==> config.mk <==
export PLATFORM = sky130hd
export DESIGN_NAME = button_load_sequencer
export DESIGN_NICKNAME = d
export VERILOG_FILES = /design/src/rtl/button_load_sequencer.sv
export SDC_FILE = /design/constraint.sdc
export NUM_CORES = 1
export LEC_CHECK = 0
export BUFFER_PORTS_ARGS = -buffer_cell sky130_fd_sc_hd__buf_2
export CAP_MARGIN = 20
export CORE_AREA = 3 3 54 56
export DETAILED_ROUTE_END_ITERATION = 10
export DIE_AREA = 0 0 57 59
export PLACE_DENSITY = 0.71
export SYNTH_ARGS = -nofsm -noshare
export SYNTH_HDL_FRONTEND = slang
export SYNTH_SLANG_ARGS = --single-unit
==> constraint.sdc <==
create_clock -name CLK -period 4.4 [get_ports CLK]
set_input_delay 0.44 -clock CLK [delete_from_list [all_inputs] [get_ports CLK]]
set_output_delay 0.44 -clock CLK [all_outputs]
set_load 0.05 [all_outputs]
==> src/rtl/button_load_sequencer.sv <==
// button_load_sequencer: synchronizes BTN/SW, debounces BTN and emits one registered LOAD/DIN per press.
// Optional macro AUTO_REPEAT_EN adds periodic repeat loads while the button stays held.
module button_load_sequencer #(
  parameter int DEBOUNCE_CYCLES = 4,
  parameter int REPEAT_CYCLES   = 8
) (
  input  logic       CLK,
  input  logic       RST_N,
  input  logic       BTN,
  input  logic [3:0] SW,
  output logic [3:0] DIN,
  output logic       LOAD,
  output logic       PRESSED,
  output logic [7:0] LOAD_COUNT
);

  localparam int MAX_CYCLES = (DEBOUNCE_CYCLES > REPEAT_CYCLES) ? DEBOUNCE_CYCLES : REPEAT_CYCLES;
  localparam int CW = $clog2(MAX_CYCLES + 1);
  localparam logic [CW-1:0] DB_LAST = CW'(DEBOUNCE_CYCLES - 1);
`ifdef AUTO_REPEAT_EN
  localparam logic [CW-1:0] REP_LAST = CW'(REPEAT_CYCLES - 1);
`endif

  typedef enum logic [1:0] {
    IDLE       = 2'd0,
    DB_PRESS   = 2'd1,
    HELD       = 2'd2,
    DB_RELEASE = 2'd3
  } state_t;

  state_t        state_q, state_d;
  logic [CW-1:0] cnt_q, cnt_d;
  logic          btn_meta_q, btn_s_q;
  logic [3:0]    sw_meta_q, sw_s_q;
  logic [3:0]    din_q, din_d;
  logic          load_q, load_d;
  logic          pressed_q, pressed_d;
  logic [7:0]    count_q, count_d;
`ifdef AUTO_REPEAT_EN
  logic [CW-1:0] rep_q, rep_d;
`endif

  // Two-flop synchronizers for the raw button and switches
  always_ff @(posedge CLK or negedge RST_N) begin
    if (!RST_N) begin
      btn_meta_q <= 1'b0;
      btn_s_q    <= 1'b0;
      sw_meta_q  <= 4'h0;
      sw_s_q     <= 4'h0;
    end else begin
      btn_meta_q <= BTN;
      btn_s_q    <= btn_meta_q;
      sw_meta_q  <= SW;
      sw_s_q     <= sw_meta_q;
    end
  end

  // FSM state, debounce counter and registered outputs
  always_ff @(posedge CLK or negedge RST_N) begin
    if (!RST_N) begin
      state_q   <= IDLE;
      cnt_q     <= {CW{1'b0}};
      din_q     <= 4'h0;
      load_q    <= 1'b0;
      pressed_q <= 1'b0;
      count_q   <= 8'h00;
`ifdef AUTO_REPEAT_EN
      rep_q     <= {CW{1'b0}};
`endif
    end else begin
      state_q   <= state_d;
      cnt_q     <= cnt_d;
      din_q     <= din_d;
      load_q    <= load_d;
      pressed_q <= pressed_d;
      count_q   <= count_d;
`ifdef AUTO_REPEAT_EN
      rep_q     <= rep_d;
`endif
    end
  end

  // Next-state, debounce counting and load capture
  always_comb begin
    state_d = state_q;
    cnt_d   = cnt_q;
    load_d  = 1'b0;
    din_d   = din_q;
    count_d = count_q;
`ifdef AUTO_REPEAT_EN
    rep_d   = rep_q;
`endif
    case (state_q)
      IDLE: begin
        if (btn_s_q) begin
          state_d = DB_PRESS;
          cnt_d   = {CW{1'b0}};
        end else begin
          state_d = IDLE;
        end
      end
      DB_PRESS: begin
        if (!btn_s_q) begin
          state_d = IDLE;
        end else if (cnt_q == DB_LAST) begin
          state_d = HELD;
          load_d  = 1'b1;
          din_d   = sw_s_q;
          count_d = count_q + 8'd1;
`ifdef AUTO_REPEAT_EN
          rep_d   = {CW{1'b0}};
`endif
        end else begin
          cnt_d = cnt_q + CW'(1);
        end
      end
      HELD: begin
        if (!btn_s_q) begin
          state_d = DB_RELEASE;
          cnt_d   = {CW{1'b0}};
        end else begin
`ifdef AUTO_REPEAT_EN
          // Repeat counter only advances while the button is stably held
          if (rep_q == REP_LAST) begin
            load_d  = 1'b1;
            din_d   = sw_s_q;
            count_d = count_q + 8'd1;
            rep_d   = {CW{1'b0}};
          end else begin
            rep_d = rep_q + CW'(1);
          end
`else
          state_d = HELD;
`endif
        end
      end
      DB_RELEASE: begin
        if (btn_s_q) begin
          state_d = HELD;
`ifdef AUTO_REPEAT_EN
          rep_d   = {CW{1'b0}};
`endif
        end else if (cnt_q == DB_LAST) begin
          state_d = IDLE;
        end else begin
          cnt_d = cnt_q + CW'(1);
        end
      end
      default: begin
        state_d = IDLE;
        cnt_d   = {CW{1'b0}};
      end
    endcase
    pressed_d = (state_d == HELD) || (state_d == DB_RELEASE);
  end

  assign DIN        = din_q;
  assign LOAD       = load_q;
  assign PRESSED    = pressed_q;
  assign LOAD_COUNT = count_q;

endmodule

* Yosys cells after proc, flatten, opt, wreduce, memory -nomap -nowiden
Index checks and enable logic that the tools add are counted.
Word-level totals: register bits after elaboration 30, bits in latches 0, bits in writable memories 0, bits in read-only memories 0, input port bits 7, output and inout bits 14, word-level logic and storage cells 42, memories 0
Operators by class: $add $sub $neg 2, multipliers 0, div/mod/pow operators 0, $lt $le $gt $ge 0, equal/unequal tests 10, shifts and indexed selects 0, muxes and demuxes 16, bitwise operators 0, reductions and logical operators 4
Operators with widths (number):
- $mux 4 | 5
- $pmux 4 s4 | 1
- $add 8x1->8 const B | 1
- $eq 2x2->1 const B | 4
- $mux 2 | 4
- $ne 2x2->1 const B | 4
- $pmux 2 s4 | 1
- $mux 1 | 5
- $add 4x1->4 const B | 1
- $eq 4x2->1 const B | 1
- $reduce_and 4->1 | 1
- $reduce_and 3->1 | 1
- $eq 2x1->1 const B | 1
- $logic_not 2->1 | 1
- $logic_or 1x1->1 | 1

* Longest topological paths before layout
Gate-level depths: netlist of the first run.
depth in word-level cells 6, depth in mapped cells 5, depth with buffers taken out 4

* Worst setup path after synthesis of the first run
No wires, ideal clock.
path type register to register, from reg count_q[0] (netlist: LOAD_COUNT[0]), to reg count_q[7] (netlist: LOAD_COUNT[7]), setup time 0.140 ns, arrival 1.523 ns, data required time 4.260 ns, path slack 2.737 ns, stages on the path, launching flop included 4, buffers on the path 0, clock period less this slack 1.663 ns, cells stage by stage dfrtp_1 > and4b_1 > or4b_1 > xnor2_1
Between the ends: longest elaborated chain between the ends 1
Ends and longest elaborated chain:
- start: declaration | RTL line 38 | logic [7:0] count_q, count_d;
- start signal: assignment | RTL line 76 | count_q <= count_d;
- $add 8x1->8 | RTL line 109 | count_d = count_q + 8'd1;
No other way between the ends. A chain may end at the register's enable or synchronous reset.

* Worst setup path in the final report of the first run
from reg cnt_q[0], to reg din_q[3] (netlist: DIN[3])
Between the ends: longest elaborated chain between the ends 2
Ends and longest elaborated chain:
- start: declaration | RTL line 32 | logic [CW-1:0] cnt_q, cnt_d;
- start signal: assignment | RTL line 62 | cnt_q <= {CW{1'b0}};
- start signal: assignment | RTL line 72 | cnt_q <= cnt_d;
- $eq 4x2->1 | RTL line 105 | end else if (cnt_q == DB_LAST) begin
- $reduce_and 3->1 (no source line)
- end signal: assignment | RTL line 73 | din_q <= din_d;
- end: declaration | RTL line 35 | logic [3:0] din_q, din_d;
No other way between the ends.

==> results of run 1 <==
## synth_stat cells, drive strengths merged
master,instances,share of area [%]
a22o,1,0.79
and3,1,0.57
and4b,1,0.91
buf,1,0.45
dfrtp,29,66
ha,2,2.3
inv,3,1.0
mux2,6,6.1
nand2,6,2.0
nand3,5,2.3
nand3b,3,3.2
nand4,1,0.57
nand4bb,1,1.0
nor2,2,0.68
nor2b,1,0.57
nor3,2,0.91
nor4bb,1,0.91
o21ai,1,0.45
o22ai,1,0.57
o31ai,1,0.68
or4b,2,1.8
xnor2,6,4.8
xor2,2,1.6
## state kept, by name, indices dropped and copies added, names as in the netlist
register	count
state_q	1
LOAD	1
cnt_q	4
PRESSED	1
btn_meta_q	1
LOAD_COUNT	8
btn_s_q	1
sw_meta_q	4
DIN	4
sw_s_q	4
## metal layers
metal  share of wire (%)  vias up  wire (um)
met1                  45      340        807
met5                   0        -          0
met3                 4.9        7         88
met2                  46       17        823
met4                 3.8        0         68
li1                    -      327          -
## power breakdown
part | internal, uW | total [uW] | switching (uW)
logic | 63.3 | 206 | 143
clock network | 135 | 232 | 97.3
registers | 309 | 345 | 36.5
total | 507 | 784 | 277
## worst max-delay path, delay by kind of cell, from the launching register on
kind | cells | cell delay, ns
mux | 1 | 0.34
buf+inv | 1 | 0.21
fa+ha+maj | 1 | 0.22
simple gates | 2 | 0.45
flops | 1 | 0.40
## worst max-delay path by stage
stage                              from            end  slack (ns)  depth (start not counted)
after floorplan           LOAD_COUNT[0]  LOAD_COUNT[7]        2.74                          3
after global placement         cnt_q[0]         DIN[1]        2.77                          5
after detailed placement       cnt_q[0]         DIN[3]        2.69                          5
after CTS                      cnt_q[0]         DIN[3]        2.66                          5
after global routing           cnt_q[0]         DIN[1]        2.54                          5
final                          cnt_q[0]         DIN[3]        2.67                          5
## metrics by stage
step / total power, uW / utilization [%] / area (um^2) / setup WS (ns)
floorplan: 503 / - / 1100 / 2.74
global placement: 554 / 50.2 / 1240 / 2.77
detailed placement: 560 / 50.2 / 1240 / 2.69
CTS: 795 / 53.7 / 1330 / 2.66
global route: 821 / 53.7 / 1330 / 2.54
finish: 784 / 53.7 / 1330 / 2.67
## cells by family (layout without fill, tap and decap cells)
kind of cell / count (synthesis) / count (layout) / share of synthesized area, %
muxes: 6 / 6 / 6.13
buffers and inverters: 4 / 32 / 1.48
DFF: 29 / 29 / 65.8
and+or+nand+nor: 26 / 26 / 15.4
AOI/OAI and AO/OA: 4 / 4 / 2.50
xor gates and xnor gates: 8 / 8 / 6.36
adders and majority gates: 2 / 2 / 2.27
## cell type report
class,count,area share [%]
Tap cell,30,2.82
Timing Repair Buffer,21,8.08
Inverter,3,0.846
Clock buffer,6,3.85
Multi-Input combinational cell,46,27.1
Clock inverter,2,2.82
Sequential cell,29,54.5
## cells in the final DEF (no fill, tap or decap), types with 2 or more instances in the layout
cell and instances:
xor2_1 2, xnor2_1 6, nand3_1 5, buf_2 20
or4b_1 2, nor3_1 2, nor2_1 2, mux2_1 5
nand3b_1 2, ha_1 2, nand2_1 6, inv_1 3
dfrtp_1 29, clkbuf_4 5
==> impl_metrics.py, run 1 <==
metrics = {
    "timing": {
        "setup_viol": 0,
        "skew_ns": 0.00130,
        "rsz0062_at_grt": "false",
        "slew_headroom_pct": 59.2,
        "drv_slew": 0,
        "tns_ns": 0,
        "worstMarginPinSlew_ns": 0.612,
        "post-route-period-util_pct": 39.4,
        "timing.final.hold_violations": 0,
        "timing.fmax_mhz": 577,
        "holdWs_ns": 0.0994,
        "period_minus_slack_ns": 1.73,
    },
    "cells_and_area": {
        "layout.nets": 115,
        "seqCellArea_um2": 726,
        "area_delta_synth_final_pct": 20.8,
        "layout.cells.non_filler": 137,
        "nFillCells": 227,
        "layout-drive-gt1-share_pct": 29.0,
        "diodes": 0,
        "multi_input_comb_area_um2": 360,
    },
    "power": {
        "leakage_uw": 0.000686,
        "p_per_area_nw_per_um2": 589,
        "ir_drop_mv": 0.359,
    },
    "critical_path": {
        "arrival_ns": 1.96,
        "path_cells": "ha_1 -> nor4bb_1 -> buf_4 -> nand3b_4 -> mux2_1",
        "regToRegEndpoint": "DIN[3]",
        "path_class": "flop to flop",
        "crit_required_ns": 4.63,
        "rr_worst_depth": 5,
        "slowest_stage": "dfrtp_1",
        "cpPeakStageDelay_ns": 0.40,
        "r2r_start": "cnt_q[0]",
        "endpoint_kind": "flop",
        "worst-path-max-fanout": 7,
        "crit_path_start_kind": "flop",
        "reg2reg_slack_ns": 2.67,
    },
    "grt": {
        "met1_usage_pct": 13.7,
        "grt_pass1_vias": 729,
        "grt_overflow": 0,
        "grt_max_degree": 30,
        "use_met3_pct": 4.58,
        "grt_usage_pct": 12.9,
        "grt_busiest_layer": "met2",
        "grt_pass1_wl_mm": 3.08,
        "grtUsageMet2_pct": 19.2,
        "antenna_found_initial": 0,
    },
    "die": {
        "die-area_um2": 3360,
        "ioPinCount": 21,
        "coreArea_um2": 2480,
        "rows": 18,
        "die_y_um": 59,
        "die_x_um": 57,
        "initial_utilization_pct": 44.5,
    },
    "placed_design": {
        "hpwl_mm": 1.23,
        "dp.cells": 129,
        "portBuffers": 20,
        "gp_congestion": 0.736,
    },
    "clock_tree": {
        "numCtsBuffers": 5,
        "clk_latency_ns": 0.34,
        "cts.htree.levels": 2,
        "clock_path_buffers": 2,
        "cts_setup_buffers": 0,
        "root_buffer": "clkbuf_4",
        "cts_resized": 0,
        "cts_tree": "done",
        "cts.sinks": 29,
        "path_clk_slew_ns": 0.09,
        "cts_hold_buffers": 0,
    },
    "drt": {
        "num_vias": 691,
        "routed_wl_mm": 1.79,
        "drt_iter0_markers": 14,
        "routed_via_density": 5.04,
        "drcViolationCount": 0,
        "antenna_left": 0,
        "routedWlPerCell_um": 13.0,
        "drtPass1Iterations": 4,
    },
    "flow_run": {
        "max_cap_viol_count": 0,
    },
    "synthesis": {
        "syn_inst": 79,
        "synth_area_um2": 1100,
        "synthesis.nets": 88,
        "ys_types": 25,
        "synth_seq_cells": 29,
        "ys_seq_area_share_pct": 65.8,
        "ys_warn_count": 0,
        "avgSynthCellArea_um2": 14.0,
    },
    "worst_hold_path": {
        "hp-class": "input pin to async pin",
    },
    "outcome": {
        "status": "finished, final reports clean",
    },
}
(Power assumes the default switching activity.)
==> run 2, diff against run 1 <==
--- a/config.mk
+++ b/config.mk
@@ -10,7 +10,7 @@
 export CORE_AREA = 3 3 54 56
 export DETAILED_ROUTE_END_ITERATION = 10
 export DIE_AREA = 0 0 57 59
-export PLACE_DENSITY = 0.71
+export PLACE_DENSITY = 0.73
 export SYNTH_ARGS = -nofsm -noshare
 export SYNTH_HDL_FRONTEND = slang
 export SYNTH_SLANG_ARGS = --single-unit
==> constraint.sdc (replaced) <==
create_clock -name CLK -period 1.4 [get_ports CLK]
set_input_delay 0.14 -clock CLK [delete_from_list [all_inputs] [get_ports CLK]]
set_output_delay 0.14 -clock CLK [all_outputs]
set_load 0.05 [all_outputs]
==> run 2 against run 1 <==
  * The run now ends with negative setup slack left
  * First-iteration DRC count down 71%
  * Final cell count up 20%
  * Non-clock buffer count up 27
  * Sequential power rose to 3.2 times the previous value
  * Wire length up 34%
  * Clock-buffer cell count unchanged
  * Fmax up 14%
  * Highest routed layer unchanged
==> impl_metrics.py, run 2 (synthesized netlist as in run 1, its figures left out) <==
metrics = {
    "power": {
        "leakage_uw": 0.000862,
        "ir_drop_mv": 1.03,
        "p_per_area_nw_per_um2": 1730,
    },
    "drt": {
        "routedWlPerCell_um": 14.6,
        "drtPass1Iterations": 4,
        "drt_iter0_markers": 4,
        "antenna_left": 0,
        "num_vias": 802,
        "drcViolationCount": 0,
        "routed_via_density": 4.89,
        "routed_wl_mm": 2.40,
    },
    "critical_path": {
        "reg2reg_slack_ns": -0.12,
        "crit_path_start_kind": "flop",
        "regToRegEndpoint": "DIN[0]",
        "cpPeakStageDelay_ns": 0.40,
        "arrival_ns": 1.74,
        "crit_required_ns": 1.63,
        "path_class": "flop to flop",
        "r2r_start": "cnt_q[1]",
        "critPathCapture": "DIN[0]",
        "path_cells": "ha_4 -> nor4bb_4 -> buf_4 -> nand3b_4 -> mux2_4",
        "worst-path-max-fanout": 7,
        "critPathLaunch": "cnt_q[1]",
        "rr_worst_depth": 5,
        "endpoint_kind": "flop",
        "slowest_stage": "dfrtp_1",
    },
    "die": {
        "die-area_um2": 3360,
        "coreArea_um2": 2480,
        "rows": 18,
        "die_x_um": 57,
        "die_y_um": 59,
        "initial_utilization_pct": 44.5,
        "ioPinCount": 21,
    },
    "flow_run": {
        "max_cap_viol_count": 0,
    },
    "outcome": {
        "status": "finished with violations",
        "violations": "negative setup slack",
    },
    "timing": {
        "skew_ns": 0.00872,
        "timing.final.hold_violations": 0,
        "holdWs_ns": 0.347,
        "drv_slew": 0,
        "slew_headroom_pct": 58.2,
        "setup_viol": 8,
        "worstMarginPinSlew_ns": 0.627,
        "setup_slack_ns": -0.115,
        "post-route-period-util_pct": 108,
        "period_minus_slack_ns": 1.52,
        "tns_ns": -0.747,
        "timing.fmax_mhz": 660,
        "rsz0062_at_grt": "true",
    },
    "cells_and_area": {
        "final_core_util_pct": 68.1,
        "layout-drive-gt1-share_pct": 56.7,
        "most-common-layout-cells": "buf_4 (21), dfrtp_1 (20), buf_2 (20)",
        "nFillCells": 185,
        "final_area_um2": 1690,
        "layout.nets": 142,
        "largest_reg_flops": 8,
        "diodes": 0,
        "area_delta_synth_final_pct": 53.0,
        "final_common_cell": "buf_4",
    },
    "grt": {
        "grt_pass1_vias": 832,
        "grt_pass1_wl_mm": 3.75,
        "grt_usage_pct": 15.2,
        "grt_overflow": 0,
        "antenna_found_initial": 0,
        "grt_max_degree": 30,
    },
    "clock_tree": {
        "path_clk_slew_ns": 0.10,
        "cts_tree": "done",
        "cts.sinks": 29,
        "clock_path_buffers": 2,
        "root_buffer": "clkbuf_4",
        "numCtsBuffers": 5,
        "cts.htree.levels": 2,
        "clk_latency_ns": 0.33,
    },
    "placed_design": {
        "gp_congestion": 0.732,
        "placed_cell_area_um2": 1370,
        "place_ws_ns": -0.281,
        "portBuffers": 20,
        "hpwl_mm": 1.43,
    },
    "worst_hold_path": {
        "hp-class": "input pin to async pin",
    },
}
run 2: layer usage:
layer  share of wire [%]  vias up  track usage (%)
li1                    -      382                -
met1                  41      389             16.5
met2                  51       24             25.9
met3                 5.8        7             6.10
met4                 2.0        0             7.28
met5                   0        -                0
run 2: how the worst min path moves through the flow:
stage | end | slack (ns) | depth (start not counted) | startpoint
6_report | DIN[0] | 0.35 | 2 | RST_N
5_1_grt | sw_s_q[0] | 0.36 | 0 | sw_meta_q[0]
4_1_cts | DIN[0] | 0.36 | 2 | RST_N
3_5_place_dp | DIN[0] | 0.20 | 1 | RST_N
3_3_place_gp | LOAD_COUNT[7] | 0.18 | 1 | RST_N
2_1_floorplan | DIN[0] | -0.16 | 0 | RST_N
run 2: area by class of cell:
class	instances	area [um^2]	area share [%]
Sequential cell	29	737	43.7
Multi-Input combinational cell	46	483	28.6
Timing Repair Buffer	48	329	19.5
Clock buffer	6	51.3	3.04
Clock inverter	2	37.5	2.23
Tap cell	30	37.5	2.23
Inverter	3	11.3	0.668
run 2: worst max-delay path, delay by kind of cell (launching register included):
family        cells  cell delay [ns]
simple gates      2             0.35
buf+inv           1             0.17
mux               1             0.34
fa+ha+maj         1             0.16
flops             1             0.40
run 2: power breakdown:
part	internal [uW]	leakage (uW)	switching, uW	total [uW]
clock network	424	0.0000445	305	729
registers	978	0.000358	118	1100
logic	498	0.000460	594	1090
total	1900	0.000862	1020	2920
run 2: through the flow:
step	total power (uW)	instances
4_1_cts	2800	159
2_1_floorplan	1650	79
5_1_grt	3070	164
3_5_place_dp	1960	142
3_3_place_gp	1930	142
6_report	2920	164
run 2: timing repair:
| action | CTS | global route |
|---|---|---|
| resized for setup | 9 | 10 |
| endpoints found under the setup margin | 12 | 15 |
| hold buffers | 6 | 0 |
| pin swaps | 4 | 7 |
| setup buffers | 4 | 6 |
| hold endpoints to repair | 34 | 0 |
==> run 3, diff against run 2 <==
--- a/config.mk
+++ b/config.mk
@@ -5,12 +5,12 @@
 export SDC_FILE = /design/constraint.sdc
 export NUM_CORES = 1
 export LEC_CHECK = 0
-export BUFFER_PORTS_ARGS = -buffer_cell sky130_fd_sc_hd__buf_2
 export CAP_MARGIN = 20
 export CORE_AREA = 3 3 54 56
 export DETAILED_ROUTE_END_ITERATION = 10
 export DIE_AREA = 0 0 57 59
-export PLACE_DENSITY = 0.73
+export DONT_BUFFER_PORTS = 1
+export PLACE_DENSITY = 0.64
 export SYNTH_ARGS = -nofsm -noshare
 export SYNTH_HDL_FRONTEND = slang
 export SYNTH_SLANG_ARGS = --single-unit
==> constraint.sdc (replaced) <==
create_clock -name CLK -period 1.9 [get_ports CLK]
set_input_delay 0.19 -clock CLK [delete_from_list [all_inputs] [get_ports CLK]]
set_output_delay 0.19 -clock CLK [all_outputs]
set_load 0.05 [all_outputs]
==> run 3 against run 2 <==
  * Largest power group unchanged
  * Worst setup slack gained 0.31 ns
  * Register-to-register slack gained 0.31 ns
  * Clock power shrank 46%
  * Sequential cell count is the same
  * The run now ends clean
  * Wire length shrank 24%
  * Die area is the same
  * Clock-buffer cell count is the same
  * Fmax shrank 11%
  * Critical path type unchanged
==> impl_metrics.py, run 3 (synthesized netlist as in run 1, its figures left out) <==
metrics = {
    "critical_path": {
        "reg2reg_slack_ns": 0.19,
        "crit_required_ns": 2.11,
        "path_buf_inv": 1,
        "rr_worst_depth": 5,
        "crit_path_start_kind": "flop",
        "critPathCapture": "LOAD_COUNT[1]",
        "r2r_start": "cnt_q[0]",
        "cp.depth": 5,
        "path_class": "flop to flop",
        "endpoint_kind": "flop",
        "worst-path-max-fanout": 7,
        "critPathLaunch": "cnt_q[0]",
        "slowest_stage": "dfrtp_1",
        "cpPeakStageDelay_ns": 0.40,
        "crit_family": "simple AND/OR/NAND/NOR gates",
        "arrival_ns": 1.92,
        "regToRegEndpoint": "LOAD_COUNT[1]",
        "path_cells": "ha_1 -> nor4bb_2 -> buf_4 -> nand3b_4 -> mux2_1",
    },
    "cells_and_area": {
        "largest_reg_flops": 8,
        "final_common_cell": "dfrtp_1",
        "layout.nets": 111,
        "layout-drive-gt1-share_pct": 21.4,
        "most-common-layout-cells": "dfrtp_1 (29), buf_4 (10), nand2_1 (6), xnor2_1 (6), dlygate4sd3_1 (6)",
        "area_delta_synth_final_pct": 23.5,
        "final_area_um2": 1360,
        "diodes": 0,
    },
    "drt": {
        "drt_iter0_markers": 11,
        "antenna_left": 0,
        "drtPass1Iterations": 2,
        "num_vias": 680,
        "drcViolationCount": 0,
        "routed_wl_mm": 1.83,
        "routedWlPerCell_um": 13.8,
        "routed_via_density": 5.11,
    },
    "flow_run": {
        "max_cap_viol_count": 0,
    },
    "grt": {
        "antenna_found_initial": 0,
        "grt_usage_pct": 13.3,
        "grt_overflow": 0,
        "grt_max_degree": 30,
        "grt_pass1_wl_mm": 3.13,
        "grt_pass1_vias": 698,
    },
    "outcome": {
        "status": "finished, final reports clean",
    },
    "power": {
        "leakage_uw": 0.000665,
        "p_int_uw": 1040,
        "p_sw_uw": 629,
        "ir_drop_mv": 0.731,
        "netSwitchingFraction_pct": 37.6,
        "seqPwrFrac_pct": 55.1,
        "p_comb_share_pct": 21.2,
        "p_per_area_nw_per_um2": 1230,
        "p_clk_share_pct": 23.7,
    },
    "die": {
        "die-area_um2": 3360,
        "coreArea_um2": 2480,
        "die_x_um": 57,
        "rows": 18,
        "ioPinCount": 21,
        "die_y_um": 59,
        "initial_utilization_pct": 44.5,
    },
    "clock_tree": {
        "cts_tree": "done",
        "clock_path_buffers": 2,
        "clk_latency_ns": 0.33,
        "cts.sinks": 29,
        "cts_setup_buffers": 0,
        "cts.htree.levels": 2,
        "root_buffer": "clkbuf_4",
        "path_clk_slew_ns": 0.10,
        "numCtsBuffers": 5,
    },
    "worst_hold_path": {
        "hp-class": "input pin to async pin",
    },
    "timing": {
        "slew_headroom_pct": 64.9,
        "period_minus_slack_ns": 1.71,
        "post-route-period-util_pct": 89.8,
        "skew_ns": 0.0153,
        "timing.final.hold_violations": 0,
        "worstMarginPinSlew_ns": 0.522,
        "timing.fmax_mhz": 586,
        "tns_ns": 0,
        "setup_viol": 0,
        "rsz0062_at_grt": "false",
        "drv_slew": 0,
    },
    "placed_design": {
        "gp_congestion": 0.734,
        "placed_cell_area_um2": 1210,
        "hpwl_mm": 1.27,
        "portBuffers": 0,
    },
}
==> run 3: cell count changes in the layout (fill, tap and decap cells not counted), sizes merged <==
cell | before | now
bufinv | 1 | 0
clkinv | 0 | 2
buf | 42 | 11
clkinvlp | 1 | 0
==> run 3: worst register-to-register path: stages (launching register included) <==
cell and delay (ns):
dfrtp_1 0.40, ha_1 0.22, nor4bb_2 0.29, buf_4 0.20, nand3b_4 0.13, mux2_1 0.34
==> run 3: timing repair <==
| item | CTS | global route |
|---|---|---|
| hold endpoints to repair | 34 | 0 |
| setup endpoints to repair | 0 | 2 |
| hold buffers | 7 | 0 |
| resized for setup | 0 | 1 |
==> run 3: how the worst min path moves through the flow <==
stage	from	end	slack (ns)	depth (start not counted)
after floorplan	RST_N	DIN[0]	-0.11	0
after global placement	RST_N	cnt_q[3]	-0.10	0
after detailed placement	RST_N	cnt_q[3]	-0.10	0
after CTS	RST_N	cnt_q[3]	0.26	2
after global routing	RST_N	LOAD_COUNT[3]	0.27	2
final	RST_N	cnt_q[2]	0.28	2
==> run 3: final cells by class <==
| cell class | count | area (um^2) |
|---|---|---|
| well taps | 30 | 37.5 |
| multi-input cells | 46 | 367 |
| clock buffers | 6 | 51.3 |
| flip-flops and latches | 29 | 726 |
| clock inverters | 2 | 13.8 |
| repair buffers | 17 | 155 |
| inverters | 3 | 11.3 |
| fillers | 216 | 1120 |
==> run 3: per-stage QoR <==
stage	util (%)	instances	hold WS, ns	setup WS [ns]	total power (uW)
after floorplan	-	79	-0.106	0.237	1170
after CTS	54.7	133	0.263	0.190	1700
after global placement	48.8	118	-0.105	0.249	1260
after detailed placement	48.8	118	-0.105	0.223	1270
after global routing	54.9	133	0.271	0.0456	1770
final	54.9	133	0.278	0.195	1670
==> run 3: per-layer routing <==
| metal | track usage, % | up-vias | part of all wire (%) | wire, um |
|---|---|---|---|---|
| met1 | 13.2 | 336 | 40 | 736 |
| li1 | - | 320 | - | - |
| met5 | 0 | - | 0 | 0 |
| met3 | 8.06 | 6 | 8.2 | 150 |
| met4 | 6.95 | 0 | 2.5 | 45 |
| met2 | 21.7 | 18 | 49 | 898 |
==> run 3: power by group through the flow <==
stage          logic, uW  clock network (uW)  registers (uW)
5_1_grt              389                 443             940
3_5_place_dp         330                   0             939
2_1_floorplan        155                   0            1010
6_report             355                 396             922
3_3_place_gp         324                   0             933
4_1_cts              359                 415             925
